$ cat src/rtl/uart_tx_buffered.sv
// ============================================================================
// Module      : uart_tx_buffered
// Description : 8N1/8N2 UART transmitter with a one-entry holding register.
//               Optional parity bit is enabled by `define UART_TX_PARITY_EN.
// Revision    : 1.0 - initial release
// ============================================================================
`default_nettype none

module uart_tx_buffered #(
    parameter int TICKS_PER_BIT = 16,
    parameter int STOP_BITS     = 1,
    parameter int PARITY_ODD    = 0
) (
    input  logic       clk,
    input  logic       rst,
    input  logic       b_tick,
    input  logic       tx_start,
    input  logic [7:0] tx_data,
    output logic       tx_ready,
    output logic       tx_busy,
    output logic       tx_done,
    output logic       tx
);

    localparam logic [4:0] c_tick_last = 5'(TICKS_PER_BIT - 1);
    localparam logic [2:0] c_stop_last = 3'(STOP_BITS - 1);

    typedef enum logic [2:0] {
        S_IDLE   = 3'd0,
        S_START  = 3'd1,
        S_DATA   = 3'd2,
        S_PARITY = 3'd3,
        S_STOP   = 3'd4
    } state_t;

    generate
        if (TICKS_PER_BIT < 2 || TICKS_PER_BIT > 31 || STOP_BITS < 1 || STOP_BITS > 2
            || PARITY_ODD < 0 || PARITY_ODD > 1) begin : g_bad_param
            $error("uart_tx_buffered: illegal parameter value");
        end
    endgenerate

    state_t      r_state;
    logic [4:0]  r_tick_cnt;
    logic [2:0]  r_bit_cnt;
    logic [7:0]  r_shift;
    logic [7:0]  r_hold_data;
    logic        r_hold_valid;

    logic        w_bit_end;
    logic        w_last_stop;
    logic        w_load;

`ifdef UART_TX_PARITY_EN
    // Parity comes from a copy taken at load; r_shift is consumed as bits go out.
    logic [7:0]  r_par_byte;
    logic        w_parity;
    assign w_parity = (^r_par_byte) ^ (PARITY_ODD != 0);
`endif

    assign w_bit_end   = (r_state != S_IDLE) && b_tick && (r_tick_cnt == c_tick_last);
    assign w_last_stop = (r_state == S_STOP) && (r_bit_cnt == c_stop_last) && w_bit_end;
    assign w_load      = r_hold_valid && ((r_state == S_IDLE) || w_last_stop);

    always_ff @(posedge clk or posedge rst) begin
        if (rst) begin
            r_state      <= S_IDLE;
            r_tick_cnt   <= 5'd0;
            r_bit_cnt    <= 3'd0;
            r_shift      <= 8'd0;
            r_hold_data  <= 8'd0;
            r_hold_valid <= 1'b0;
`ifdef UART_TX_PARITY_EN
            r_par_byte   <= 8'd0;
`endif
            tx           <= 1'b1;
            tx_ready     <= 1'b1;
            tx_busy      <= 1'b0;
            tx_done      <= 1'b0;
        end else begin
            tx_done <= w_last_stop;

            // Accept needs an empty holding register, so it never collides with a load.
            if (tx_start && tx_ready) begin
                r_hold_data  <= tx_data;
                r_hold_valid <= 1'b1;
                tx_ready     <= 1'b0;
            end

            if (w_load) begin
                r_shift      <= r_hold_data;
`ifdef UART_TX_PARITY_EN
                r_par_byte   <= r_hold_data;
`endif
                r_hold_valid <= 1'b0;
                tx_ready     <= 1'b1;
                r_tick_cnt   <= 5'd0;
                r_state      <= S_START;
                tx           <= 1'b0;
                tx_busy      <= 1'b1;
            end else if (r_state != S_IDLE && b_tick) begin
                if (!w_bit_end) begin
                    r_tick_cnt <= r_tick_cnt + 5'd1;
                end else begin
                    r_tick_cnt <= 5'd0;
                    case (r_state)
                        S_START: begin
                            r_bit_cnt <= 3'd0;
                            r_state   <= S_DATA;
                            tx        <= r_shift[0];
                        end
                        S_DATA: begin
                            r_shift <= r_shift >> 1;
                            if (r_bit_cnt == 3'd7) begin
                                r_bit_cnt <= 3'd0;
`ifdef UART_TX_PARITY_EN
                                r_state   <= S_PARITY;
                                tx        <= w_parity;
`else
                                r_state   <= S_STOP;
                                tx        <= 1'b1;
`endif
                            end else begin
                                r_bit_cnt <= r_bit_cnt + 3'd1;
                                tx        <= r_shift[1];
                            end
                        end
`ifdef UART_TX_PARITY_EN
                        S_PARITY: begin
                            r_bit_cnt <= 3'd0;
                            r_state   <= S_STOP;
                            tx        <= 1'b1;
                        end
`endif
                        S_STOP: begin
                            if (r_bit_cnt == c_stop_last) begin
                                r_state <= S_IDLE;
                                tx_busy <= 1'b0;
                                tx      <= 1'b1;
                            end else begin
                                r_bit_cnt <= r_bit_cnt + 3'd1;
                            end
                        end
                        default: begin
                            r_state <= S_IDLE;
                            tx      <= 1'b1;
                            tx_busy <= 1'b0;
                        end
                    endcase
                end
            end
        end
    end

endmodule

`default_nettype wire

$ cat config.mk
export PLATFORM = sky130hd
export DESIGN_NAME = uart_tx_buffered
export DESIGN_NICKNAME = d
export VERILOG_FILES = /design/src/rtl/uart_tx_buffered.sv
export SDC_FILE = /design/constraint.sdc
export NUM_CORES = 1
export LEC_CHECK = 0
export ABC_AREA = 1
export ABC_CLOCK_PERIOD_IN_PS = 2300
export CAP_MARGIN = 5
export CORE_UTILIZATION = 60
export CTS_CLUSTER_SIZE = 12
export DETAILED_ROUTE_END_ITERATION = 10
export GPL_ROUTABILITY_DRIVEN = 0
export PLACE_DENSITY = 0.93
export SLEW_MARGIN = 10
export SYNTH_ARGS = -nofsm -noshare
export SYNTH_HDL_FRONTEND = slang
export SYNTH_SLANG_ARGS = --single-unit
$ cat constraint.sdc
create_clock -name clk -period 2.3 [get_ports clk]
set_input_delay 0.575 -clock clk [delete_from_list [all_inputs] [get_ports clk]]
set_output_delay 0.575 -clock clk [all_outputs]
set_load 0.005 [all_outputs]
==> results.toml, run 1 <==
[logic_synthesis]
yosysWarnings = 0
syn_area_per_cell_um2 = 8.60
syn-cell-area_um2 = 1730
ys_ff_latch = 32
ys_seq_area_share_pct = 46.5
syn_nets = 217
synthCells = 201
synth_cell_type_count = 25

[critical_path]
crit_arrival_ns = 1.38
r2r-end = "r_shift[7]"
worstRegToRegCells = 9
cpMaxStageDelayCell = "dfstp_2"
start_kind = "register"
cp_max_fo = 4
end_kind = "primary output"
cp_slowest_stage_delay_ns = 0.56
criticalPathCategory = "register to primary output"
critical_path.top_delay_family = "flip-flops"
cp_cell_sequence = "clkdlybuf4s50_1"
r2r-start = "r_tick_cnt[0]"
crit_required_ns = 1.73
r2r_slack_ns = 0.59
path_buf_inv = 1

[worst_hold_path]
whs_path_depth = 2
hold_start = "tx"
hold_end = "tx"
hp-class = "register to register"

[cells_and_area]
post-route-util_pct = 72.2
area_delta_synth_final_pct = 14.1
final_layout_size_suffix_gt1_share_pct = 14.3
diodes = 0
fin_nets = 238
fillers = 226
fin_cells = 254

[clock_network]
path_clk_slew_ns = 0.10
cts_buffers = 5
clk_latency_ns = 0.34
ctsResizeCount = 0
ctsHoldBuffers = 0
clock_path_buffers = 2
postCtsSetupBuffers = 0
htreeDepth = 2
cts_root_buffer = "clkbuf_4"
numClockSinks = 32
cts_tree = "yes"

[place]
place_ws_ns = 0.197
dp_hpwl_mm = 2.36
dp_cells = 246
port-buffer-count = 15

[sta]
worstMarginPinSlew_ns = 0.489
timing.final.crit_share_pct = 85.2
rsz0062_at_grt = "false"
finalWorstSetupSlack_ns = 0.341
slew_headroom_pct = 67.4
tns_ns = 0
slew_viol_final = 0
skew_ns = 0.00729
setup_violations = 0
max_freq_ghz = 0.510
finalHoldViolCount = 0
min_period_ns = 1.96

[grt]
grt_pass1_vias = 1323
antenna_found_initial = 0
track_usage_pct = 23.6
grt_max_degree = 33
gr-total-overflow = 0
grt_pass1_wl_mm = 5.60

[drt]
via_per_inst = 5.51
routedWlPerCell_um = 12.4
routed_wl_mm = 3.16
drcViolationCount = 0
drt_iter0_drc = 47
drt_pass1_iterations = 5
num_vias = 1400
ant_nets = 0

[status]
status = "finished clean"

[power_and_ir_drop]
combPwrFrac_pct = 40.6
power_density_nw_per_um2 = 1140
intPower_mw = 1.31
power.leakage_nw = 1.09
power.switching_fraction_pct = 41.4
clkPwrFrac_pct = 15.4
p_switching_uw = 929
power_frac_seq_pct = 44.0
ir_drop_mv = 0.971

[flow_run]
cap_violations = 0

[floorplan]
num_rows = 19
die-area_um2 = 3100
start_util_pct = 63.2
die_height_um = 55.7
ios = 16
fp.coreArea_um2 = 2730
die-width_um = 55.7
[through the flow]
step / instance area (um2) / power [mW] / hold WS [ns]
floorplan: 1730 / 1.67 / 0.448
global placement: 1910 / 1.86 / 0.465
detailed placement: 1910 / 1.91 / 0.477
CTS: 1970 / 2.25 / 0.491
global route: 1970 / 2.44 / 0.513
finish: 1970 / 2.24 / 0.487
[how the worst max path moves through the flow]
stage,end,slack (ns),cells past startpoint,from
final,tx_ready,0.34,1,tx_ready
after global routing,tx_ready,0.29,1,tx_ready
after CTS,tx_ready,0.33,1,tx_ready
after detailed placement,r_shift[7],0.20,8,b_tick
after global placement,r_shift[7],0.31,8,b_tick
after floorplan,r_shift[0],0.79,9,r_tick_cnt[0]
[cells by family after synthesis]
| kind of cell | Yosys count | synth area share [%] |
|---|---|---|
| fa+ha+maj | 4 | 2.89 |
| simple gates | 103 | 33.8 |
| buf+inv | 38 | 9.12 |
| compound gates | 23 | 7.09 |
| mux | 1 | 0.651 |
| flops | 32 | 46.5 |
[cell usage after synthesis]
cell	number	area (um2)
nand2_4	6	67.6
buf_6	1	11.3
nand2_1	32	120
dfrtp_1	30	751
a21boi_1	1	7.51
nand2_2	1	6.26
clkbuf_1	1	3.75
a21oi_1	11	55.1
dfstp_2	2	52.6
nand4_1	3	18.8
ha_1	4	50.1
nor2_8	2	40.0
o21ai_0	10	50.1
nor2_4	3	33.8
nand3_1	37	185
nand3_4	1	17.5
inv_1	33	124
inv_2	1	3.75
clkbuf_4	1	7.51
mux2_2	1	11.3
nor2_1	13	48.8
o211a_1	1	10.0
buf_4	1	7.51
nand3_2	4	40.0
or2_2	1	6.26
[power groups by stage]
stage | sequential [mW] | clock (mW) | combinational [mW]
4_1_cts | 0.987 | 0.350 | 0.918
2_1_floorplan | 0.931 | 0 | 0.740
6_report | 0.988 | 0.344 | 0.911
5_1_grt | 1.02 | 0.379 | 1.04
3_3_place_gp | 0.985 | 0 | 0.872
3_5_place_dp | 0.999 | 0 | 0.912
[layout by cell type (no fill, tap or decap), drive strengths merged]
master / n
nand3: 42
o211a: 1
nand2: 39
nand4: 3
or2: 1
o21ai: 10
a21oi: 11
clkinvlp: 1
nor2: 18
mux2: 1
clkdlybuf4s50: 15
dfstp: 2
a21boi: 1
buf: 3
dfrtp: 30
inv: 34
ha: 4
clkbuf: 7
[layer usage]
layer	wire (um)	vias to the layer above	track usage [%]	share of wire, %
met1	1410	663	30.2	45
met4	44	0	10.0	1.4
li1	-	696	-	-
met5	0	-	0	0
met2	1530	33	38.4	48
met3	175	8	5.58	5.5
[registers in the layout (all words and copies together), names as in the netlist]
register / flops
r_hold_data: 8
r_shift: 8
tx_done: 1
tx: 1
tx_busy: 1
tx_ready: 1
r_state: 3
r_tick_cnt: 5
r_hold_valid: 1
r_bit_cnt: 3
[layout make-up]
cell class                      count  area [um2]  share of cell area (%)
Tap cell                           31        38.8                    1.97
Sequential cell                    32         803                    40.7
Clock inverter                      1        7.51                   0.380
Timing Repair Buffer               18         173                    8.75
Multi-Input combinational cell    131         768                    38.9
Inverter                           34         128                    6.47
Clock buffer                        7        55.1                    2.79
[worst reg2reg max path: cells and delay by family, from the launching register on]
kind / cells / cell delay, ns
adder cells (fa/ha/maj): 1 / 0.21
AND/OR/NAND/NOR: 5 / 0.66
buffers and inverters: 2 / 0.25
flip-flops: 1 / 0.41
AO/OA/AOI/OAI: 1 / 0.08
Note: power is estimated with default switching activity, not from simulation.
==> run 2: changes to the inputs <==
--- a/config.mk
+++ b/config.mk
@@ -6,7 +6,7 @@
 export NUM_CORES = 1
 export LEC_CHECK = 0
 export ABC_AREA = 1
-export ABC_CLOCK_PERIOD_IN_PS = 2300
+export ABC_CLOCK_PERIOD_IN_PS = 2500
 export CAP_MARGIN = 5
 export CORE_UTILIZATION = 60
 export CTS_CLUSTER_SIZE = 12
==> constraint.sdc (replaced) <==
create_clock -name clk -period 2.5 [get_ports clk]
set_input_delay 0.625 -clock clk [delete_from_list [all_inputs] [get_ports clk]]
set_output_delay 0.625 -clock clk [all_outputs]
set_load 0.005 [all_outputs]
==> results.toml, run 2 (synthesis results as in run 1) <==
[status]
status = "finished clean"

[place]
dp_cells = 245
dp_hpwl_mm = 2.29
postPlaceCellArea_um2 = 1900
port-buffer-count = 15

[grt]
gr-total-overflow = 0
antenna_found_initial = 0
grt_pass1_wl_mm = 5.65
grt_max_degree = 33
grt_pass1_vias = 1320
track_usage_pct = 23.1

[cells_and_area]
fillers = 212
final_layout_size_suffix_gt1_share_pct = 13.6
area_delta_synth_final_pct = 12.7
fin_nets = 237
top_regs = "r_hold_data x8, r_shift x8, r_tick_cnt x5"
stdcell_area_um2 = 1950
final_common_cell = "nand3_1"
post-route-util_pct = 71.3
diodes = 0
final_cell_mix = "nand3_1, inv_1, nand2_1"
fin_cells = 252

[floorplan]
die_height_um = 55.7
fp.coreArea_um2 = 2730
num_rows = 19
die-area_um2 = 3100
die-width_um = 55.7
ios = 16
start_util_pct = 63.2

[sta]
max_freq_ghz = 0.501
min_period_ns = 1.99
slew_viol_final = 0
rsz0062_at_grt = "false"
slew_headroom_pct = 69.4
setup_violations = 0
skew_ns = 0.00897
timing.final.crit_share_pct = 79.8
worstMarginPinSlew_ns = 0.458
tns_ns = 0
finalHoldViolCount = 0

[drt]
routedWlPerCell_um = 12.2
ant_nets = 0
drt_pass1_iterations = 4
via_per_inst = 5.42
drt_iter0_drc = 43
num_vias = 1365
routed_wl_mm = 3.08
drcViolationCount = 0

[clock_network]
clock_path_buffers = 2
cts_root_buffer = "clkbuf_4"
clk_latency_ns = 0.32
cts_buffers = 5
htreeDepth = 2
cts_tree = "yes"
ctsHoldBuffers = 0
postCtsSetupBuffers = 0
ctsResizeCount = 0
numClockSinks = 32
path_clk_slew_ns = 0.09

[critical_path]
end_kind = "primary output"
path_buf_inv = 1
criticalPathCategory = "register to primary output"
r2r_slack_ns = 0.83
r2r-start = "r_tick_cnt[0]"
worstRegToRegCells = 6
crit_required_ns = 1.88
crit_arrival_ns = 1.37
critical_path.top_delay_family = "flip-flops"
cp_slowest_stage_delay_ns = 0.56
r2r-end = "r_shift[7]"
cp_cell_sequence = "clkdlybuf4s50_1"
start_kind = "register"
cp_max_fo = 4
cpMaxStageDelayCell = "dfstp_2"

[worst_hold_path]
hold_start = "tx"
hp-class = "register to register"
hold_end = "tx"
whs_path_depth = 2

[power_and_ir_drop]
power_density_nw_per_um2 = 1030
ir_drop_mv = 0.709
power.leakage_nw = 1.08

[flow_run]
cap_violations = 0
[run 2: cell count changes in the layout (fill, tap and decap cells not counted)]
cell / before / now
clkinv_2: 0 / 1
clkbuf_8: 1 / 0
clkinvlp_4: 1 / 0
buf_4: 3 / 2
[run 2: area by class of cell]
class	count	area [um2]	area share (%)
Inverter	34	128	6.55
Multi-Input combinational cell	131	768	39.4
Timing Repair Buffer	17	165	8.47
Tap cell	31	38.8	1.99
Clock inverter	1	5.00	0.257
Clock buffer	6	41.3	2.12
Sequential cell	32	803	41.2
[run 2: layer usage]
| metal | up-vias | part of all wire, % | global-route usage, % |
|---|---|---|---|
| li1 | 688 | - | - |
| met1 | 635 | 44 | 30.4 |
| met2 | 40 | 50 | 38.6 |
| met3 | 2 | 5.4 | 5.12 |
| met4 | 0 | 0.49 | 6.43 |
| met5 | - | 0 | 0 |
[run 2: how the worst max path moves through the flow]
| stage | startpoint | endpoint | slack (ns) | cells after the start |
|---|---|---|---|---|
| after global placement | b_tick | r_shift[7] | 0.46 | 8 |
| after detailed placement | b_tick | r_shift[7] | 0.39 | 8 |
| after CTS | tx_ready | tx_ready | 0.49 | 1 |
| final | tx_ready | tx_ready | 0.51 | 1 |
| after global routing | tx_ready | tx_ready | 0.47 | 1 |
| after floorplan | r_tick_cnt[0] | r_shift[0] | 0.99 | 9 |
[run 2: power breakdown]
part | switching (mW) | internal (mW) | leakage (nW) | total [mW]
sequential | 0.163 | 0.742 | 0.374 | 0.905
combinational | 0.509 | 0.325 | 0.677 | 0.834
clock | 0.165 | 0.104 | 0.0281 | 0.269
[run 2: per-stage QoR]
step,power (mW),setup slack [ns],hold slack (ns)
floorplan,1.54,0.989,0.448
global placement,1.70,0.463,0.464
detailed placement,1.75,0.387,0.483
CTS,2.02,0.493,0.496
global route,2.19,0.473,0.503
finish,2.01,0.506,0.488
